`src/rtl/mcpu_pkg.sv`:
```
// Shared definitions for the mcpu core: opcode map, FSM states, ALU operation codes.
// Latency: n/a (types and constants only).
// Backpressure: n/a.
package mcpu_pkg;

    typedef enum logic [1:0] {
        FETCH = 2'd0,
        EXEC  = 2'd1,
        MEM   = 2'd2,
        HALT  = 2'd3
    } state_t;

    // ALU encodings equal the low three opcode bits, so the decoder can cast directly
    typedef enum logic [2:0] {
        ALU_ADD = 3'd3,
        ALU_SUB = 3'd4,
        ALU_AND = 3'd5,
        ALU_OR  = 3'd6,
        ALU_XOR = 3'd7
    } alu_op_t;

    localparam logic [3:0] OP_NOP   = 4'h0;
    localparam logic [3:0] OP_LOAD  = 4'h1;
    localparam logic [3:0] OP_STORE = 4'h2;
    localparam logic [3:0] OP_ADD   = 4'h3;
    localparam logic [3:0] OP_SUB   = 4'h4;
    localparam logic [3:0] OP_AND   = 4'h5;
    localparam logic [3:0] OP_OR    = 4'h6;
    localparam logic [3:0] OP_XOR   = 4'h7;
    localparam logic [3:0] OP_LDI   = 4'h8;
    localparam logic [3:0] OP_JMP   = 4'h9;
    localparam logic [3:0] OP_JZ    = 4'hA;
    localparam logic [3:0] OP_JC    = 4'hB;
    localparam logic [3:0] OP_HALT  = 4'hF;

    // Opcodes 3..7 are the flag-updating ALU group
    function automatic logic is_alu_op(input logic [3:0] opc);
        return (opc >= OP_ADD) && (opc <= OP_XOR);
    endfunction

endpackage

```
`src/rtl/mcpu_alu.sv`:
```
// Combinational ALU: ADD/SUB/AND/OR/XOR with carry/borrow and zero flags.
// Latency: 0 cycles (purely combinational).
// Backpressure: none; result valid whenever operands are.
module mcpu_alu
    import mcpu_pkg::*;
#(
    parameter int DW = 4
) (
    input  alu_op_t       op_i,
    input  logic [DW-1:0] a_i,
    input  logic [DW-1:0] b_i,
    output logic [DW-1:0] res_o,
    output logic          c_o,
    output logic          z_o
);

    logic [DW:0] sum;

    // Operation select; SUB carry is a borrow, logic ops clear carry
    always_comb begin
        sum   = '0;
        res_o = '0;
        c_o   = 1'b0;
        case (op_i)
            ALU_ADD: begin
                sum   = {1'b0, a_i} + {1'b0, b_i};
                res_o = sum[DW-1:0];
                c_o   = sum[DW];
            end
            ALU_SUB: begin
                res_o = a_i - b_i;
                c_o   = (a_i < b_i);
            end
            ALU_AND: res_o = a_i & b_i;
            ALU_OR:  res_o = a_i | b_i;
            ALU_XOR: res_o = a_i ^ b_i;
            default: res_o = '0;
        endcase
        z_o = (res_o == '0);
    end

endmodule

```
`src/rtl/mcpu_core.sv`:
```
// Multi-cycle accumulator-style CPU: FETCH/EXEC(/MEM)/HALT, optional illegal-opcode trap (MCPU_ILLEGAL_TRAP_EN).
// Latency: 2 cycles per non-memory instruction, 3 + wait cycles per LOAD/STORE.
// Backpressure: stalls in MEM holding dmem_req and its qualifiers stable until dmem_ack.
module mcpu_core
    import mcpu_pkg::*;
#(
    parameter int DW   = 4,
    parameter int AW   = 4,
    parameter int NREG = 4,
    localparam int RW  = $clog2(NREG),
    localparam int IW  = 4 + RW + AW
) (
    input  logic          clk,
    input  logic          reset_n,
    output logic [AW-1:0] imem_addr,
    input  logic [IW-1:0] imem_data,
    output logic          dmem_req,
    output logic          dmem_we,
    output logic [AW-1:0] dmem_addr,
    output logic [DW-1:0] dmem_wdata,
    input  logic [DW-1:0] dmem_rdata,
    input  logic          dmem_ack,
    input  logic          resume,
    output logic          halted,
    output logic [AW-1:0] pc_debug,
    output logic [IW-1:0] ir_debug,
    output logic [1:0]    flags_debug
`ifdef MCPU_ILLEGAL_TRAP_EN
    ,
    output logic          illegal
`endif
);

    state_t        state_q, state_d;
    logic [AW-1:0] pc_q, pc_d;
    logic [IW-1:0] ir_q, ir_d;
    logic          c_q, c_d;
    logic          z_q, z_d;
    logic [DW-1:0] regs_q [NREG];

    logic          reg_we;
    logic [DW-1:0] reg_wdata;

    logic [3:0]    opc;
    logic [RW-1:0] rd;
    logic [AW-1:0] opnd;
    logic [RW-1:0] rs;
    logic [DW-1:0] rd_val;
    logic [DW-1:0] rs_val;
    logic [DW-1:0] ldi_val;
    logic [AW-1:0] pc_inc;

    logic [DW-1:0] alu_res;
    logic          alu_c;
    logic          alu_z;

`ifdef MCPU_ILLEGAL_TRAP_EN
    logic          illegal_q, illegal_d;
`endif

    assign opc     = ir_q[IW-1:IW-4];
    assign rd      = ir_q[AW+RW-1:AW];
    assign opnd    = ir_q[AW-1:0];
    assign rs      = opnd[RW-1:0];
    // Both operands come from the pre-update register file, so rd==rs is safe
    assign rd_val  = regs_q[rd];
    assign rs_val  = regs_q[rs];
    assign ldi_val = DW'(opnd);
    assign pc_inc  = pc_q + AW'(1);

    mcpu_alu #(.DW(DW)) u_alu (
        .op_i  (alu_op_t'(opc[2:0])),
        .a_i   (rd_val),
        .b_i   (rs_val),
        .res_o (alu_res),
        .c_o   (alu_c),
        .z_o   (alu_z)
    );

    // Next-state, PC, flag and register-write decode
    always_comb begin
        state_d   = state_q;
        pc_d      = pc_q;
        ir_d      = ir_q;
        c_d       = c_q;
        z_d       = z_q;
        reg_we    = 1'b0;
        reg_wdata = '0;
`ifdef MCPU_ILLEGAL_TRAP_EN
        illegal_d = illegal_q;
`endif
        case (state_q)
            FETCH: begin
                ir_d    = imem_data;
                state_d = EXEC;
            end
            EXEC: begin
                state_d = FETCH;
                pc_d    = pc_inc;
                if (is_alu_op(opc)) begin
                    reg_we    = 1'b1;
                    reg_wdata = alu_res;
                    c_d       = alu_c;
                    z_d       = alu_z;
                end else begin
                    case (opc)
                        OP_NOP: ;
                        OP_LOAD, OP_STORE: begin
                            // PC advances only once the memory access completes
                            state_d = MEM;
                            pc_d    = pc_q;
                        end
                        OP_LDI: begin
                            reg_we    = 1'b1;
                            reg_wdata = ldi_val;
                        end
                        OP_JMP:  pc_d = opnd;
                        OP_JZ:   if (z_q) pc_d = opnd;
                        OP_JC:   if (c_q) pc_d = opnd;
                        OP_HALT: state_d = HALT;
                        default: begin
`ifdef MCPU_ILLEGAL_TRAP_EN
                            // Trap leaves PC on the offending instruction
                            state_d   = HALT;
                            pc_d      = pc_q;
                            illegal_d = 1'b1;
`endif
                        end
                    endcase
                end
            end
            MEM: begin
                if (dmem_ack) begin
                    state_d = FETCH;
                    pc_d    = pc_inc;
                    if (opc == OP_LOAD) begin
                        reg_we    = 1'b1;
                        reg_wdata = dmem_rdata;
                    end
                end
            end
            HALT: begin
                if (resume) begin
                    state_d = FETCH;
`ifdef MCPU_ILLEGAL_TRAP_EN
                    illegal_d = 1'b0;
`endif
                end
            end
            default: state_d = FETCH;
        endcase
    end

    // Control state register
    always_ff @(posedge clk or negedge reset_n) begin
        if (!reset_n) begin
            state_q <= FETCH;
            pc_q    <= '0;
            ir_q    <= '0;
            c_q     <= 1'b0;
            z_q     <= 1'b0;
        end else begin
            state_q <= state_d;
            pc_q    <= pc_d;
            ir_q    <= ir_d;
            c_q     <= c_d;
            z_q     <= z_d;
        end
    end

    // Register file with a single write port
    always_ff @(posedge clk or negedge reset_n) begin
        if (!reset_n) begin
            for (int i = 0; i < NREG; i++) regs_q[i] <= '0;
        end else if (reg_we) begin
            regs_q[rd] <= reg_wdata;
        end
    end

`ifdef MCPU_ILLEGAL_TRAP_EN
    // Sticky illegal-opcode indicator, cleared on resume
    always_ff @(posedge clk or negedge reset_n) begin
        if (!reset_n) illegal_q <= 1'b0;
        else          illegal_q <= illegal_d;
    end

    assign illegal = illegal_q;
`endif

    // Memory request is a pure function of state, so reset drops it immediately
    assign imem_addr   = pc_q;
    assign dmem_req    = (state_q == MEM);
    assign dmem_we     = dmem_req && (opc == OP_STORE);
    assign dmem_addr   = opnd;
    assign dmem_wdata  = rd_val;
    assign halted      = (state_q == HALT);
    assign pc_debug    = pc_q;
    assign ir_debug    = ir_q;
    assign flags_debug = {c_q, z_q};

endmodule
```
`config.mk`:
```
export PLATFORM = sky130hd
export DESIGN_NAME = mcpu_core
export DESIGN_NICKNAME = d
export VERILOG_FILES = /design/src/rtl/mcpu_pkg.sv /design/src/rtl/mcpu_alu.sv /design/src/rtl/mcpu_core.sv
export SDC_FILE = /design/constraint.sdc
export NUM_CORES = 1
export LEC_CHECK = 0
export ABC_AREA = 1
export BUFFER_PORTS_ARGS = -buffer_cell sky130_fd_sc_hd__buf_4
export CORE_MARGIN = 1
export CORE_UTILIZATION = 55
export CTS_CLUSTER_SIZE = 12
export DETAILED_ROUTE_END_ITERATION = 6
export PLACE_DENSITY = 0.77
export SLEW_MARGIN = 5
export SYNTH_ARGS = -nofsm -noshare
export SYNTH_HDL_FRONTEND = slang
export SYNTH_SLANG_ARGS = --single-unit
export TNS_END_PERCENT = 20
```
`constraint.sdc`:
```
create_clock -name clk -period 7.95 [get_ports clk]
set_input_delay 1.59 -clock clk [delete_from_list [all_inputs] [get_ports clk]]
set_output_delay 1.59 -clock clk [all_outputs]
set_load 0.1 [all_outputs]
```
After elaboration in Yosys (flattened, before gate mapping):

Cells that the tools add are included.

* logic and storage cells: 83
* register bits: 34
* output and inout port bits: 31

* reduce and logical (&&, ||, !) cells: 10
* bitwise operators: 5
* add/subtract/negate cells: 3
* equal/unequal tests: 18
* muxes and demuxes: 32
* magnitude comparators: 6

Operators with widths (count)
* 2-to-1 mux 4 bit: 13
* equality test 4 bit, second input constant: 5
* case mux 4 bit (5 select lines): 1
* binary-select mux 4 bit (select 2 bit): 2
* bitwise mux 16 bit: 1
* case mux 4 bit (2 select lines): 2
* case mux 4 bit (4 select lines): 1
* equality test 3 bit, second input constant: 4
* demux 4 bit (select 2 bit): 1
* case mux 2 bit (4 select lines): 1
* greater-or-equal comparator 3 bit, second input constant: 2
* 2-to-1 mux 2 bit: 3
* NOT 2 -> 3 bit: 2
* adder 4 x 4 -> 5 bit: 1
* adder 4 x 1 -> 4 bit, second input constant: 1
* AND 4 bit: 1
* equality test 2 bit, second input constant: 2
* equality test 4 x 1 -> 1 bit, second input constant: 1
* equality test 4 x 2 -> 1 bit, second input constant: 1
* greater-or-equal comparator 4 x 2 -> 1 bit, second input constant: 1
* less-or-equal comparator 4 x 3 -> 1 bit, second input constant: 1
* logical NOT 4 bit: 1
* < comparator 4 bit: 1
* 2-to-1 mux 1 bit: 4
* 17 further kinds: 21

Longest topological paths before layout:

Gate-level depths: netlist of the first run.

* depth in word-level cells: 9
* depth in mapped cells: 17
* gate-level depth less buffers: 17

Hierarchy:

A second synthesis of the first run with hierarchy kept.

* cells, all modules: 376
* area, all modules: 2681.3 um^2

Modules (own cells, without submodules)
* mcpu_core: instances 1, cells an instance 283, sequential area each 850.8 um^2, area each 2098.3 um^2
* mcpu_alu: instances 1, cells an instance 93, sequential area each 0.0 um^2, area each 583.1 um^2

Worst setup path before layout of the first run:

Ideal clock, no wire load.

* path type: reg2out
* start: register state_q[0]
* end: output dmem_we
* buffers on the path: 0
* cell stages (with the launch flop): 5
* arrival: 2.832 ns
* setup slack: 3.528 ns
* required time: 6.360 ns
* cells stage by stage: dfrtp_1 > inv_1 > ha_1 > inv_1 > nor2_1

* cells in the longest elaborated chain, start to end: 2

RTL lines
* start: declaration: line mcpu_core.sv:34 `state_t state_q, state_d;`
* start signal: assignment: line mcpu_core.sv:163 `state_q <= state_d;`
* equality test 2 bit: line mcpu_core.sv:192 `assign dmem_req = (state_q == MEM);`
* via dmem_req: line mcpu_core.sv:17 `output logic dmem_req,`
* logical AND 1 bit: line mcpu_core.sv:193 `assign dmem_we = dmem_req && (opc == OP_STORE);`
* end: declaration: line mcpu_core.sv:18 `output logic dmem_we,`

The timed path passes the listed nets, and every way through them passes these cells.

Final worst setup path of the first run:

* start: register ir_q[4] (netlist: ir_debug[4])
* end: output dmem_wdata[1]

* cells in the longest elaborated chain, start to end: 4

RTL lines
* start: declaration: line mcpu_core.sv:36 `logic [IW-1:0] ir_q, ir_d;`
* start signal: assignment: line mcpu_core.sv:165 `ir_q <= ir_d;`
* NOT 2 -> 3 bit (not written as such): line mcpu_core.sv:66 `assign rd_val = regs_q[rd];`
* binary-select mux 4 bit (select 2 bit): line mcpu_core.sv:66
* 2-to-1 mux 4 bit (not written as such) (2 in a row): line mcpu_core.sv:66
* end: declaration: line mcpu_core.sv:20 `output logic [DW-1:0] dmem_wdata,`

No other way between the ends. The select of a mux whose other input is x is not followed.

==> out/qor.csv, run 1 <==
stage;metric;value;unit
yosys;Mapped Nets;390;
yosys;number of synthesis warnings;0;
final_layout;area growth from synthesis to final layout;17.6;%
placement;HPWL after DPL;5.13;mm
floorplanning;Die Area;4990;um2
floorplanning;chip height;70.7;um
floorplanning;initial core utilization;58.3;%
sta;Worst Tran Pin Value;0.604;ns
route;vias;2470;
yosys;area leader, netlist;dfrtp_1;
clock_tree;Skew-Pair Late Insertion Delay;0.30;ns
yosys;Mapped Area;2590;um2
route;1st-iter DRT viols;156;
setup_path;reg2reg path depth;14;
setup_path;Crit path arrival time;2.08;ns
sta;Setup TNS;0;ns
clock_tree;cts hold-fix bufs;0;
route;DR pass1 iterations;5;
yosys;Cells after Synth;353;
route;routed len/inst;14.7;um
floorplanning;Die Span X;70.7;um
sta;Max Fclk;273;MHz
placement;IO buf count;48;
final_layout;Register Area;851;um2
route;Post-DRT Antenna Nets;0;
yosys;#FFs+latches synth;34;
placement;Final Wtd Congestion;0.938;
final_layout;Filler cells;400;
final_layout;antenna diode count;0;
setup_path;worst reg-to-reg setup slack;4.93;ns
global_routing;initial antenna violation count;0;
clock_tree;setup repair bufs after CTS;0;
route;DR vias/cell;5.55;
floorplanning;row count;24;
clock_tree;H-tree depth;2;
global_routing;Total GRT Usage;28.8;%
min_path;Hold Crit Class;reg -> reg;
clock_tree;clk slew on worst S/H paths;0.07;ns
clock_tree;cells resized by post-CTS repair;0;
sta;min Tclk post-route;3.67;ns
setup_path;reg-to-reg endpoint;regs_q[14]$_DFFE_PN0P_;
floorplanning;core box area;4440;um2
sta;fin crit share;46.1;%
yosys;register area share after synthesis;32.8;%
route;post-route DRC violation count;0;
final_layout;share of cells above drive strength 1;20.1;%
global_routing;first-pass GRT wire length;11.1;mm
clock_tree;CTS tree;done;
sta;final max-slew violation count;0;
clock_tree;Max Buffers Root-to-Sink;2;
min_path;Min-Delay Path Depth;2;
global_routing;largest net degree at the start of global routing;35;
clock_tree;clock sink count;34;
global_routing;Overflow after GRT;0;
setup_path;CP max FO;5;
min_path;Hold Crit Endpoint;regs_q[15]$_DFFE_PN0P_;
setup_path;kind of end point of the critical path;output pin;
setup_path;critical path startpoint category;register;
sta;clock skew;0.0111;ns
job;maxcap violations;0;
global_routing;vias in the first global route;2391;
clock_tree;CTS Buf Count;5;
final_layout;nets;429;
yosys;post-synth top area share;32.8;%
sta;RSZ-0062 raised after global routing;no;
route;final WL;6.52;mm
final_layout;fin cells;445;
setup_path;kind of critical path;reg -> out;
yosys;average size of a mapped cell;7.34;um2
final_layout;multi-input logic area;1420;um2
yosys;Yosys cell types;44;
setup_path;RR Startpoint;ir_debug[4]$_DFFE_PN0N_;
sta;Hold Vio Cnt, Final;0;
sta;max_slew headroom;59.8;%
clock_tree;Root Driver;clkbuf_8;
sta;setup violators final;0;
placement;Inst Count DP;437;
min_path;Hold Startpoint;regs_q[15]$_DFFE_PN0P_;
setup_path;Critical Path RT;6.36;ns
status;status;finished clean;
yosys;ranking of synthesized cells by area;dfrtp_1, nand2_1, ha_1;
floorplanning;Top Ports;49;
layout by cell type, fill, tap and decap left out, types with 4 or more instances in the layout:
master / count
a21oi_1: 10
a221oi_1: 4
a32oi_1: 4
buf_4: 48
clkbuf_8: 5
dfrtp_1: 34
ha_1: 17
inv_1: 46
inv_2: 4
nand2_1: 87
nand2_4: 4
nand3_1: 28
nor2_1: 28
o21ai_0: 27
o21ai_1: 6
worst max path at each step:
stage	start	endpoint	slack (ns)	depth (start not counted)
floorplan	state_q[0]$_DFFE_PN0P_	dmem_we	3.53	4
global route	ir_debug[4]$_DFFE_PN0N_	dmem_wdata[1]	4.07	6
finish	ir_debug[4]$_DFFE_PN0N_	dmem_wdata[1]	4.28	6
global placement	ir_debug[4]$_DFFE_PN0N_	dmem_wdata[1]	4.61	6
detailed placement	ir_debug[4]$_DFFE_PN0N_	dmem_wdata[1]	4.57	6
CTS	ir_debug[4]$_DFFE_PN0N_	dmem_wdata[1]	4.25	6
metal layers:
| metal | up-vias | routed length [um] | global-route usage [%] |
|---|---|---|---|
| met2 | 79 | 3220 | 49.0 |
| met5 | - | 0 | 0 |
| met1 | 1165 | 2830 | 37.5 |
| met4 | 0 | 110 | 9.56 |
| li1 | 1216 | - | - |
| met3 | 10 | 358 | 4.99 |
area by class of cell:
class / count / area share [%]
Clock inverter: 3 / 2.26
Clock buffer: 5 / 2.26
Timing Repair Buffer: 48 / 11.8
Inverter: 55 / 7.10
Tap cell: 52 / 2.13
Sequential cell: 34 / 27.9
Multi-Input combinational cell: 248 / 46.5
per-stage QoR:
| stage | setup WS (ns) | cell area, um2 | hold WS (ns) | utilization [%] |
|---|---|---|---|---|
| final | 4.28 | 3050 | 0.498 | 68.6 |
| after global routing | 4.07 | 3050 | 0.504 | 68.6 |
| after CTS | 4.25 | 3050 | 0.494 | 68.6 |
| after detailed placement | 4.57 | 2910 | 0.476 | 65.5 |
| after global placement | 4.61 | 2910 | 0.464 | 65.5 |
| after floorplan | 3.53 | 2590 | 0.449 | - |
worst max-delay path: stages (launching register included):
cell       delay, ns
dfrtp_1         0.42
inv_1           0.09
nor2_1          0.11
o2bb2ai_1       0.16
a221oi_1        0.49
inv_1           0.22
buf_4           0.29
synthesized netlist by cell type, drive strengths merged:
cell type and instances:
nand3b 1, nor2 31, mux2i 1, a32oi 4
or2 1, o211ai 2, a22oi 1, mux2 1
o2bb2ai 2, a21boi 1, o221ai 1, dfrtp 34
o31ai 1, a21oi 11, clkinv 3, fa 2
buf 13, xor2 3, nand3 31, nor3 2
ha 17, o22ai 1, clkbuf 3, nor3b 1
o21ai 33, o32ai 1, nand4 2, a221oi 4
inv 52, nand2 93
registers in the layout, indices dropped and copies added, names as in the netlist:
name / cells
c_q: 1
imem_addr: 4
ir_debug: 10
regs_q: 16
state_q: 2
z_q: 1
logic make-up (layout without fill, tap and decap cells):
group,Yosys count,after routing,share of synthesized area [%]
fa+ha+maj,19,19,9.75
buf+inv,71,111,12.5
flops,34,34,32.8
compound gates,62,62,14.7
xor+xnor,3,3,1.01
simple gates,162,162,28.4
mux,2,2,0.820
Power of run 1 is not shown: default switching activity piles up to over one toggle a cycle in this logic, so the estimate is an artifact.
==> inputs of run 2 (changes only) <==
- clock period: 7.95 -> 3.4 ns (I/O delays scaled with it)
==> run 2 against run 1 <==
  * The flow now finishes with violations (design-rule violations)
  * Critical path depth increased by 8
  * Worst hold slack worse by 0.16 ns
  * Cell area fell by 1.1%
  * Clock skew rose by 0.00063 ns
  * Clock-buffer cell count grew 2
  * Wire length shrank 1.4%
  * Via count up 0.57%
  * First-iteration DRC count rose by 20%
  * Critical path type is now reg -> reg
  * Final cell count increased by 0.45%
==> out/qor.csv, run 2 (synthesis gave the netlist of run 1 again) <==
stage;metric;value;unit;change
min_path;Hold Crit Class;in -> async;;
final_layout;Largest Register;regs_q;;
setup_path;kind of end point of the critical path;register;;
sta;setup violators final;0;;unchanged
clock_tree;Skew-Pair Late Insertion Delay;0.29;ns;about the same
clock_tree;CTS Buf Count;5;;unchanged
route;1st-iter DRT viols;187;;+20%
sta;Max Fclk;329;MHz;
clock_tree;cells resized by post-CTS repair;0;;unchanged
sta;worst hold slack;0.334;ns;-0.164 ns
setup_path;Slowest-stage cell, CP;a221oi_1;;
setup_path;critical path startpoint category;register;;
job;maxcap violations;0;;unchanged
setup_path;Levels on crit path;14;;+8
placement;IO buf count;48;;unchanged
route;routed len/inst;14.4;um;-1.8%
clock_tree;Max Buffers Root-to-Sink;2;;unchanged
setup_path;CP bufs+invs;2;;-1
setup_path;CP Cell Sequence;inv_1 > nor2_1 > o2bb2ai_1 > a221oi_1 > inv_2 > ha_1 > fa_1 > a21oi_1 > nand3b_1 > nand3_1 > o21ai_0 > nand2_1 > nand3_1 > nand2_1;;
setup_path;Crit path arrival time;3.21;ns;+1.13 ns
status;violated checks;design-rule violations;;
final_layout;antenna diode count;0;;unchanged
sta;RSZ-0062 raised after global routing;no;;
final_layout;nets;431;;+0.47%
global_routing;first-pass GRT wire length;10.7;mm;-3.6%
setup_path;kind of critical path;reg -> reg;;
floorplanning;Top Ports;49;;unchanged
floorplanning;Die Area;4990;um2;unchanged
sta;min Tclk post-route;3.04;ns;
floorplanning;Die Span X;70.7;um;unchanged
sta;Setup TNS;0;ns;unchanged
global_routing;vias in the first global route;2248;;-6.0%
final_layout;Filler cells;383;;-4.3%
route;post-route DRC violation count;2;;+2
floorplanning;chip height;70.7;um;unchanged
route;DR pass1 iterations;7;;+2
global_routing;largest net degree at the start of global routing;35;;unchanged
floorplanning;row count;24;;unchanged
sta;Hold Vio Cnt, Final;0;;unchanged
setup_path;critical path's top delay family;compound AO/OA/AOI/OAI gates;;
setup_path;CP max FO;5;;unchanged
final_layout;share of cells above drive strength 1;21.3;%;+1.2 points
global_routing;Total GRT Usage;27.7;%;-1.1 points
floorplanning;initial core utilization;58.3;%;unchanged
status;status;complete, but fails checks;;
sta;clock skew;0.0117;ns;+0.000632 ns
setup_path;reg2reg path depth;14;;unchanged
sta;Worst Tran Pin Value;0.583;ns;-0.0205 ns
final_layout;most common cell after layout, fill and taps aside;nand2_1;;
sta;fin crit share;89.4;%;
sta;final max-slew violation count;0;;unchanged
clock_tree;H-tree depth;2;;unchanged
setup_path;RR Startpoint;ir_debug[4]$_DFFE_PN0N_;;
final_layout;max FFs per register;16;;unchanged
setup_path;Critical Path RT;3.57;ns;-2.79 ns
route;vias;2484;;+0.57%
clock_tree;clock sink count;34;;unchanged
route;DR vias/cell;5.56;;+0.12%
placement;HPWL after DPL;4.99;mm;-2.7%
setup_path;CP max stage delay;0.46;ns;-0.03 ns
final_layout;most frequent cells in the layout;nand2_1, buf_4, inv_1, dfrtp_1, nand3_1;;
floorplanning;core box area;4440;um2;unchanged
clock_tree;cts hold-fix bufs;0;;unchanged
global_routing;Overflow after GRT;0;;unchanged
clock_tree;Root Driver;clkbuf_8;;
global_routing;initial antenna violation count;0;;unchanged
final_layout;Post-Route Utilization;67.8;%;-0.76 points
sta;max_slew headroom;61.1;%;+1.4 points
clock_tree;CTS tree;done;;
clock_tree;clk slew on worst S/H paths;0.07;ns;about the same
route;Post-DRT Antenna Nets;0;;unchanged
setup_path;worst reg-to-reg setup slack;0.36;ns;-4.57 ns
setup_path;reg-to-reg endpoint;regs_q[6]$_DFFE_PN0P_;;
route;final WL;6.44;mm;-1.4%
clock_tree;setup repair bufs after CTS;0;;unchanged
placement;Final Wtd Congestion;1.04;;+11%
final_layout;area growth from synthesis to final layout;16.3;%;
[run 2: cell types whose count changed in the layout (fill, tap and decap cells not counted)]
cell and delta:
buf_4 +2, bufinv_16 -2, clkbuf_1 +2, clkinv_4 -1
clkinvlp_4 +1, dfrtp_1 -2, dfrtp_2 +2, inv_1 -2
inv_2 +2, nor2_1 -1, nor2_2 +1
[run 2: cell type report]
type,instances,area (um2),share of cell area [%]
multi-input combinational,248,1420,47.1
sequential,34,853,28.3
timing repair buffer,50,375,12.5
inverter,55,216,7.18
clock buffer,7,76.3,2.53
tap,52,65.1,2.16
clock inverter,1,7.51,0.249
[run 2: stage by stage]
step | area (um2) | setup WS [ns] | instances
3_3_place_gp | 2930 | 0.449 | 439
5_1_grt | 3010 | 0.00821 | 447
3_5_place_dp | 2930 | 0.414 | 439
6_report | 3010 | 0.360 | 447
2_1_floorplan | 2600 | 0.125 | 353
4_1_cts | 3010 | 0.373 | 447
[run 2: worst max path at each step]
stage,start,to
after detailed placement,ir_debug[4]$_DFFE_PN0N_,regs_q[2]$_DFFE_PN0P_
after global placement,ir_debug[4]$_DFFE_PN0N_,regs_q[14]$_DFFE_PN0P_
final,ir_debug[4]$_DFFE_PN0N_,regs_q[6]$_DFFE_PN0P_
after global routing,ir_debug[4]$_DFFE_PN0N_,regs_q[6]$_DFFE_PN0P_
after CTS,ir_debug[4]$_DFFE_PN0N_,regs_q[2]$_DFFE_PN0P_
after floorplan,ir_debug[5]$_DFFE_PN0N_,regs_q[6]$_DFFE_PN0P_
[run 2: worst register-to-register path: cells and delay by family (launching register included)]
kind / cells / cell delay [ns]
AO/OA/AOI/OAI: 4 / 0.98
AND/OR/NAND/NOR: 6 / 0.68
buffers and inverters: 2 / 0.15
flip-flops: 1 / 0.43
adder cells (fa/ha/maj): 2 / 0.68
[run 2: layer usage]
metal  routed length, um  GRT usage (%)  share of wire (%)  vias up
met5                   0              0                  0        -
met4                 175           11.3                2.7        0
met3                 555           6.70                8.6       16
met2                2960           43.0                 46      114
met1                2740           37.4                 43     1135
li1                    -              -                  -     1219
Power of run 2 is left out for the same reason.
